===== src/rtl/exec_trace_buffer_if.sv =====
// Trace record stream between exec_trace_buffer (master) and its consumer (slave).
// Record width is 34 bits, or 50 bits when TRACE_CYCLE_STAMP_EN is defined
// (the extra top 16 bits carry the capture-time cycle stamp).
interface exec_trace_buffer_if;
`ifdef TRACE_CYCLE_STAMP_EN
    localparam int TW = 50;
`else
    localparam int TW = 34;
`endif

    logic          trace_valid;
    logic          trace_ready;
    logic [TW-1:0] trace_data;

    modport master (output trace_valid, output trace_data, input trace_ready);
    modport slave  (input trace_valid, input trace_data, output trace_ready);
endinterface


===== src/rtl/exec_trace_buffer.sv =====
// Execution trace buffer for the 8-bit single-cycle processor.
// Turns register write-backs and stores into trace records, queues them in a
// DEPTH-entry FIFO drained over a valid/ready stream, and detects program
// termination (PC unchanged for HALT_CYCLES capture cycles), after which it
// emits one halt marker and stops capturing.
// Optional macro TRACE_CYCLE_STAMP_EN widens records to 50 bits with the
// cycle_count value at capture in bits [49:34].
module exec_trace_buffer #(
    parameter int DEPTH       = 16,
    parameter int HALT_CYCLES = 4
) (
    input  logic                        clock,
    input  logic                        reset,
    input  logic                        trace_en,
    input  logic [7:0]                  pc,
    input  logic [7:0]                  inst,
    input  logic                        reg_write,
    input  logic [7:0]                  wdata_reg,
    input  logic                        mem_write,
    input  logic [7:0]                  mem_addr,
    input  logic [7:0]                  mem_wdata,
    exec_trace_buffer_if.master         trace,
    output logic                        halted,
    output logic [7:0]                  overflow_cnt,
    output logic [15:0]                 cycle_count
);

`ifdef TRACE_CYCLE_STAMP_EN
    localparam int TW = 50;
`else
    localparam int TW = 34;
`endif
    localparam int PW = $clog2(DEPTH);
    localparam int CW = PW + 1;

    typedef enum logic [1:0] {
        S_RUN  = 2'd0,
        S_MARK = 2'd1,
        S_DONE = 2'd2
    } haltState_t;

    haltState_t     state_q, state_d;
    logic [TW-1:0]  mem_q [DEPTH];
    logic [PW-1:0]  wrPtr_q, wrPtr_d;
    logic [PW-1:0]  rdPtr_q, rdPtr_d;
    logic [CW-1:0]  count_q, count_d;
    logic [7:0]     prevPc_q, prevPc_d;
    logic           prevPcValid_q, prevPcValid_d;
    logic [7:0]     stableCnt_q, stableCnt_d;
    logic [7:0]     haltInst_q, haltInst_d;
    logic [7:0]     overflow_q, overflow_d;
    logic [15:0]    cycle_q, cycle_d;

    logic           outValid;
    logic           pop;
    logic           hasSpace;
    logic           push;
    logic [33:0]    recBody;
    logic [TW-1:0]  pushRec;

    assign outValid           = (count_q != '0);
    assign pop                = outValid && trace.trace_ready;
    assign hasSpace           = (count_q != CW'(DEPTH)) || pop;
    assign trace.trace_valid  = outValid;
    assign trace.trace_data   = outValid ? mem_q[rdPtr_q] : '0;
    assign halted             = (state_q != S_RUN);
    assign overflow_cnt       = overflow_q;
    assign cycle_count        = cycle_q;

`ifdef TRACE_CYCLE_STAMP_EN
    assign pushRec = {cycle_q, recBody};
`else
    assign pushRec = recBody;
`endif

    // Capture, halt detection and FIFO bookkeeping; the halt FSM only advances
    // RUN -> MARK -> DONE, so exactly one marker is produced per reset.
    always_comb begin
        state_d       = state_q;
        prevPc_d      = prevPc_q;
        prevPcValid_d = prevPcValid_q;
        stableCnt_d   = stableCnt_q;
        haltInst_d    = haltInst_q;
        overflow_d    = overflow_q;
        cycle_d       = cycle_q;
        push          = 1'b0;
        recBody       = '0;

        case (state_q)
            S_RUN: begin
                if (trace_en) begin
                    cycle_d       = cycle_q + 16'd1;
                    prevPc_d      = pc;
                    prevPcValid_d = 1'b1;
                    if (prevPcValid_q && (pc == prevPc_q)) begin
                        stableCnt_d = (stableCnt_q == 8'(HALT_CYCLES)) ?
                                      stableCnt_q : stableCnt_q + 8'd1;
                    end else begin
                        stableCnt_d = 8'd0;
                    end
                    if (stableCnt_d == 8'(HALT_CYCLES)) begin
                        state_d    = S_MARK;
                        haltInst_d = inst;
                    end
                    if (mem_write || reg_write) begin
                        recBody = mem_write ? {2'b10, pc, inst, mem_addr, mem_wdata}
                                            : {2'b01, pc, inst, 8'h00, wdata_reg};
                        if (hasSpace) begin
                            push = 1'b1;
                        end else if (overflow_q != 8'hFF) begin
                            overflow_d = overflow_q + 8'd1;
                        end
                    end
                end
            end
            S_MARK: begin
                recBody = {2'b11, prevPc_q, haltInst_q, cycle_q[7:0], overflow_q};
                if (hasSpace) begin
                    push    = 1'b1;
                    state_d = S_DONE;
                end
            end
            default: begin
            end
        endcase

        wrPtr_d = wrPtr_q + PW'(push);
        rdPtr_d = rdPtr_q + PW'(pop);
        count_d = count_q + CW'(push) - CW'(pop);
    end

    // State and counter registers, cleared asynchronously so the stream drops at once.
    always_ff @(posedge clock or posedge reset) begin
        if (reset) begin
            state_q       <= S_RUN;
            wrPtr_q       <= '0;
            rdPtr_q       <= '0;
            count_q       <= '0;
            prevPc_q      <= '0;
            prevPcValid_q <= 1'b0;
            stableCnt_q   <= '0;
            haltInst_q    <= '0;
            overflow_q    <= '0;
            cycle_q       <= '0;
        end else begin
            state_q       <= state_d;
            wrPtr_q       <= wrPtr_d;
            rdPtr_q       <= rdPtr_d;
            count_q       <= count_d;
            prevPc_q      <= prevPc_d;
            prevPcValid_q <= prevPcValid_d;
            stableCnt_q   <= stableCnt_d;
            haltInst_q    <= haltInst_d;
            overflow_q    <= overflow_d;
            cycle_q       <= cycle_d;
        end
    end

    // FIFO storage; contents need no reset because the count gates visibility.
    always_ff @(posedge clock) begin
        if (push) begin
            mem_q[wrPtr_q] <= pushRec;
        end
    end

endmodule


===== src/flat_wrapper.sv =====
// flat-port wrapper written by rule: the top's interface ports become plain ports
module exec_trace_buffer_flat 
#(
    parameter int DEPTH       = 16,
    parameter int HALT_CYCLES = 4
)
  (clock, reset, trace_en, pc, inst, reg_write, wdata_reg, mem_write, mem_addr, mem_wdata, halted, overflow_cnt, cycle_count, trace_trace_valid, trace_trace_data, trace_trace_ready);
  exec_trace_buffer_if trace_i ();
  input  logic clock;
  input  logic reset;
  input  logic trace_en;
  input  logic [7:0] pc;
  input  logic [7:0] inst;
  input  logic reg_write;
  input  logic [7:0] wdata_reg;
  input  logic mem_write;
  input  logic [7:0] mem_addr;
  input  logic [7:0] mem_wdata;
  output logic halted;
  output logic [7:0] overflow_cnt;
  output logic [15:0] cycle_count;
  output wire logic [$bits(trace_i.trace_valid)-1:0] trace_trace_valid;
  output wire logic [$bits(trace_i.trace_data)-1:0] trace_trace_data;
  input wire logic [$bits(trace_i.trace_ready)-1:0] trace_trace_ready;
  assign trace_trace_valid = trace_i.trace_valid;
  assign trace_trace_data = trace_i.trace_data;
  assign trace_i.trace_ready = trace_trace_ready;
  exec_trace_buffer #(.DEPTH(DEPTH), .HALT_CYCLES(HALT_CYCLES)) u_core (.clock(clock), .reset(reset), .trace_en(trace_en), .pc(pc), .inst(inst), .reg_write(reg_write), .wdata_reg(wdata_reg), .mem_write(mem_write), .mem_addr(mem_addr), .mem_wdata(mem_wdata), .trace(trace_i), .halted(halted), .overflow_cnt(overflow_cnt), .cycle_count(cycle_count));
endmodule

===== config.mk =====
export PLATFORM = sky130hd
export DESIGN_NAME = exec_trace_buffer_flat
export DESIGN_NICKNAME = d
export VERILOG_FILES = /design/src/rtl/exec_trace_buffer_if.sv /design/src/rtl/exec_trace_buffer.sv /design/src/flat_wrapper.sv
export SDC_FILE = /design/constraint.sdc
export NUM_CORES = 1
export LEC_CHECK = 0
export CAP_MARGIN = 10
export CORE_UTILIZATION = 30
export CTS_BUF_LIST = sky130_fd_sc_hd__clkbuf_8
export CTS_CLUSTER_DIAMETER = 150
export DETAILED_ROUTE_END_ITERATION = 10
export SLEW_MARGIN = 10
export SYNTH_ARGS = -nofsm -noshare
export SYNTH_HDL_FRONTEND = slang
export SYNTH_SLANG_ARGS = --single-unit

===== constraint.sdc =====
create_clock -name clock -period 5.5 [get_ports clock]
set_clock_uncertainty 0.15 [all_clocks]
set_input_delay 1.1 -clock clock [delete_from_list [all_inputs] [get_ports clock]]
set_output_delay 1.1 -clock clock [all_outputs]
set_load 0.02 [all_outputs]

Word level (Yosys, flattened, before mapping)
Memories as Yosys holds them, arrays and structs flattened.
Index checks and enable logic that the tools add are counted.
{"block": "word_totals", "mem_bits_rw": 544, "memories": 1, "register_bits": 64, "inputBits": 46, "elab_cells": 59, "latch_bits": 0, "output_inout_bits": 60, "romBits": 0}
{"name": "u_core.mem_q", "depth": 16, "width": 34, "rd": 1, "rd_ports_with_merged_regs": 0, "write_ports": 1, "line_no": "exec_trace_buffer.sv:43", "text": "logic [TW-1:0] mem_q [DEPTH];"}
{"block": "classes", "n_reduce_logical": 12, "n_div": 0, "n_lt_le_gt_ge": 0, "shift": 0, "bitwise_logic": 1, "n_addsub": 7, "eq_ne": 9, "mux": 19, "n_mul": 0}
{"cell": "34-bit two-way mux", "count": 4}
{"cell": "34-bit case mux with 2 select lines", "count": 1}
{"cell": "8-bit two-way mux", "count": 4}
{"cell": "16-bit by 1-bit adder with 16-bit output, second input constant", "count": 1}
{"cell": "8-bit by 1-bit adder with 8-bit output, second input constant", "count": 2}
{"cell": "8-bit by 3-bit == test with 1-bit output, second input constant", "count": 2}
{"cell": "4-bit by 1-bit adder with 4-bit output", "count": 2}
{"cell": "8-bit == test", "count": 1}
{"cell": "8-bit inequality test, second input constant", "count": 1}
{"cell": "2-bit two-way mux", "count": 3}
{"cell": "5-bit by 1-bit adder with 5-bit output", "count": 1}
{"cell": "1-bit two-way mux", "count": 5}
{"cell": "5-bit inequality test, second input constant", "count": 1}
{"cell": "5-bit AND reduction", "count": 1}
{"cell": "5-bit nonzero test", "count": 1}
{"cell": "5-bit by 1-bit subtractor with 5-bit output", "count": 1}
{"cell": "2-bit by 1-bit inequality test with 1-bit output, second input constant", "count": 2}
{"cell": "2-bit case mux with 2 select lines", "count": 1}
{"cell": "4-bit AND reduction", "count": 1}
{"cell": "2-bit nonzero test", "count": 2}
{"cell": "3-bit AND reduction", "count": 1}
{"cell": "2-bit by 1-bit == test with 1-bit output, second input constant", "count": 1}
{"cell": "1-bit logical AND", "count": 2}
{"cell": "2-bit logical NOT", "count": 1}
{"cell": "5 further kinds", "count": 6}

Logic depth before layout (Yosys ltp)
{"block": "logic_depth", "depth_word": 9, "mapped_depth": 14, "mapped_depth_nobuf": 13}

Least setup slack after synthesis
OpenSTA, ideal clock, no wires.
{"block": "synth_path", "kind": "input-to-reg", "startpoint": "input trace_en", "endpoint": "memory u_core.mem_q[0][0] (enable)", "t_arrival_ps": 4819, "setup_ps": 467, "n_path_buf": 1, "path_slack_ps": 64, "stages": 6, "path_cell_list": "nor3b_1 -> o21a_1 -> clkbuf_1 -> o211a_1 -> or3b_2 -> nor3_1"}
{"block": "synth_between", "elab_chain_len": 4}
{"element": "start: declaration", "line_no": "flat_wrapper.sv:11", "text": "input logic trace_en;"}
{"element": "1-bit two-way mux", "line_no": "exec_trace_buffer.sv:91", "text": "if (trace_en) begin"}
{"element": "1-bit case mux with 2 select lines", "line_no": "exec_trace_buffer.sv:89", "text": "case (state_q)"}
{"element": "1-bit two-way mux", "line_no": "exec_trace_buffer.sv:161", "text": "if (push) begin"}
{"element": "1-bit two-way mux (implied by the code)", "line_no": "exec_trace_buffer.sv:162", "text": "mem_q[wrPtr_q] <= pushRec;"}
{"element": "end: declaration", "line_no": "exec_trace_buffer.sv:43"}
No other way between the ends.

Worst setup path after layout
{"block": "layout_path", "startpoint": "register u_core.rdPtr_q[1]", "endpoint": "output trace_trace_data[14]"}
{"block": "layout_between", "elab_chain_len": 2}
{"element": "start: declaration", "line_no": "exec_trace_buffer.sv:45", "text": "logic [PW-1:0] rdPtr_q, rdPtr_d;"}
{"element": "start signal: assignment", "line_no": "exec_trace_buffer.sv:148", "text": "rdPtr_q <= rdPtr_d;"}
{"element": "memory read 16 x 34 bit"}
{"element": "34-bit two-way mux", "line_no": "exec_trace_buffer.sv:65", "text": "assign trace.trace_data = outValid ? mem_q[rdPtr_q] : '0;"}
{"element": "end: declaration", "line_no": "flat_wrapper.sv:23", "text": "output wire logic [$bits(trace_i.trace_data)-1:0] trace_trace_data;"}
No other way between the ends.

==> results.sh <==
export IMPL_cts_resized=0
export IMPL_status="finished, final reports clean"
export IMPL_finalHoldViolCount=0
export IMPL_die_area_um2=82500
export IMPL_crit_fanout=43
export IMPL_synthTopCellsByArea="edfxtp_1 67%, dfrtp_1 6.6%, mux4_2 6.3%"
export IMPL_rsz0062_at_grt="false"
export IMPL_syn_to_final_growth_pct=18.3
export IMPL_finalMaxSlewViolations=0
export IMPL_post_cts_buffers=0
export IMPL_setup_viol=0
export IMPL_syn_area_um2=24400
export IMPL_maxCapViolCount=0
export IMPL_period_needed_ns=5.10
export IMPL_fin_total_pwr_mw=12.0
export IMPL_p_leak_nw=10.3
export IMPL_worstSkewPairLatency_ns=0.68
export IMPL_worstPathCellList="buf_4, nand2_2, buf_4, o22ai_1, o32a_1, nand2_1, a21oi_1, clkdlybuf4s50_1"
export IMPL_netlist_instances=1388
export IMPL_hold_class="flop to flop"
export IMPL_antenna_found_initial=1
export IMPL_dp_hpwl_mm=34.3
export IMPL_synth_edf_count=544
export IMPL_ys_warn_count=0
export IMPL_initial_core_util_pct=30.3
export IMPL_yosysMostFrequentCell="edfxtp_1"
export IMPL_ys_types=48
export IMPL_post_route_period_util_pct=92.8
export IMPL_core_area_um2=80500
export IMPL_hold_buffers=0
export IMPL_synth_area_per_cell_um2=17.6
export IMPL_drt_initial_drc_count=1048
export IMPL_clockRootBuffer="clkbuf_8"
export IMPL_ant_nets=0
export IMPL_std_cell_rows=104
export IMPL_wire_per_inst_um=22.3
export IMPL_nNetsFinal=1610
export IMPL_die_x_um=287
export IMPL_yosysTopAreaCell="edfxtp_1"
export IMPL_ys_ff_latch=608
export IMPL_clk_pin_slew_ns=0.06
export IMPL_dpl_cell_area_um2=27100
export IMPL_worst_pin_slew_ns=0.951
export IMPL_critPathMaxStageDelay_ns=0.69
export IMPL_cts_path_max_buffers=3
export IMPL_cp_common_cell="buf_4"
export IMPL_cp_required_ns=4.25
export IMPL_synthArstFlopShare_pct=10.5
export IMPL_vias=13372
export IMPL_grt_pass1_vias=13648
export IMPL_design_area_um2=28900
export IMPL_dieHeight_um=287
export IMPL_worst_setup_path_type="flop to output port"
export IMPL_routabilityCongestion=0.789
export IMPL_firstDrtPassIters=6
export IMPL_overflow=0
export IMPL_nFillCells=7431
export IMPL_ys_top_cells_by_count="544 x edfxtp_1, 137 x mux2i_1, 96 x nand2_1"
export IMPL_fmax_ghz=0.196
export IMPL_grt_pass1_wl_mm=88.6
export IMPL_vdd_drop_max_mv=0.268
export IMPL_cts_made_buffers=91
export IMPL_crit_slowest_cell="clkdlybuf4s50_1"
export IMPL_drcViolationCount=0
export IMPL_synth_ff_type="edfxtp_1"
export IMPL_cp_arrival_ns=3.85
export IMPL_grt_max_degree=70
export IMPL_ys_seq_area_share_pct=73.5
export IMPL_grt_total_usage_pct=14.5
export IMPL_start_kind="flop"
export IMPL_netlist_area_leader_share_pct=66.9
export IMPL_power_density_nw_per_um2=417
export IMPL_utilization_pct=35.8
export IMPL_io_pin_count=106
export IMPL_cp_end_kind="output port"
export IMPL_drive_gt1_share_pct=16.9
export IMPL_tns_ns=0
export IMPL_tritoncts="yes"
export IMPL_slew_headroom_pct=36.6
export IMPL_cts_sinks=608
export IMPL_avgViaCountPerCell=4.98
export IMPL_htreeDepth=3
export IMPL_port_buffers=105
export IMPL_routed_wl_mm=59.9
export IMPL_n_antenna_cell=0
export IMPL_syn_num_nets=1449
[area by class of cell]
class | instances | area [um2] | share of cell area, %
flip-flops and latches | 608 | 17900 | 62.2
multi-input cells | 684 | 6210 | 21.5
repair buffers | 151 | 1520 | 5.27
clock buffers | 98 | 1350 | 4.67
well taps | 1060 | 1330 | 4.59
clock inverters | 71 | 457 | 1.58
inverters | 13 | 48.8 | 0.169
[layer usage]
| metal | up-vias | global-route usage [%] | part of all wire (%) |
|---|---|---|---|
| li1 | 5928 | - | - |
| met1 | 6953 | 19.1 | 44 |
| met2 | 405 | 23.9 | 49 |
| met3 | 86 | 2.92 | 5.7 |
| met4 | 0 | 4.65 | 2.0 |
| met5 | - | 0 | 0 |
[critical path, delay by kind of cell (launching register included)]
family | cells | cell delay (ns)
buf+inv | 3 | 1.62
flops | 1 | 0.41
compound gates | 3 | 0.81
simple gates | 2 | 0.32
[cell families after synthesis]
kind of cell / count (synthesis) / share of synthesized area [%]
AO/OA/AOI/OAI: 228 / 6.77
XOR/XNOR: 41 / 1.47
adder cells (fa/ha/maj): 15 / 0.800
buffers and inverters: 96 / 1.56
flip-flops: 608 / 73.5
multiplexers: 215 / 12.4
AND/OR/NAND/NOR: 185 / 3.53
[power breakdown]
part / total, mW / internal, mW / switching (mW)
Clock: 3.65 / 1.93 / 1.72
Combinational: 3.21 / 1.40 / 1.80
Sequential: 5.16 / 5.01 / 0.154
Total: 12.0 / 8.34 / 3.68
[final timing paths]
check	to	startpoint	cells after the start	slack, ns
setup / recovery	trace_trace_data[14]	u_core.rdPtr_q[1]	8	0.40
min in group asynchronous	u_core.cycle_count[12]	reset	2	0.74
hold / removal	u_core.prevPcValid_q	u_core.prevPcValid_q	1	0.32
setup reg to reg	u_core.count_q[4]	u_core.count_q[3]	13	1.78
max in group asynchronous	u_core.haltInst_q[7]	reset	3	3.48
hold reg to reg	u_core.prevPcValid_q	u_core.prevPcValid_q	1	0.32
[cell usage in the layout, fill, tap and decap left out, types with 8 or more instances in the layout]
master	netlist	final
mux2_2	10	10
clkdlybuf4s50_1	0	105
buf_4	0	36
dfrtp_1	64	60
a22oi_1	8	8
a22o_1	25	25
o32a_1	34	34
ha_1	14	14
buf_12	0	10
o22ai_1	34	34
xnor2_1	30	30
a21oi_1	39	39
mux2i_1	137	137
o21ai_0	39	39
o221ai_1	34	34
xor2_1	11	11
nor2_1	23	11
mux4_2	68	68
nor2_4	0	12
nand2_1	96	95
nand3_1	11	11
edfxtp_1	544	544
clkinv_1	0	24
nand4_1	12	12
inv_1	13	41
clkbuf_8	0	98
[sequential cells by signal (all words and copies together), names as in the netlist]
register and cells:
u_core.prevPcValid_q 1, u_core.wrPtr_q 4, u_core.prevPc_q 8, u_core.state_q 2
u_core.count_q 5, u_core.overflow_cnt 8, u_core.haltInst_q 8, u_core.rdPtr_q 4
u_core.mem_q 544, u_core.stableCnt_q 8, u_core.cycle_count 16
[metrics by stage]
stage / hold WS, ns / setup WS (ns) / std cells
detailed placement: 0.311 / 1.12 / 2516
global route: 0.348 / 0.243 / 2685
floorplan: 0.289 / 0.0639 / 1388
global placement: 0.307 / 1.15 / 2516
CTS: 0.326 / 0.349 / 2685
finish: 0.323 / 0.395 / 2685
Note: power is estimated with default switching activity, not from simulation.
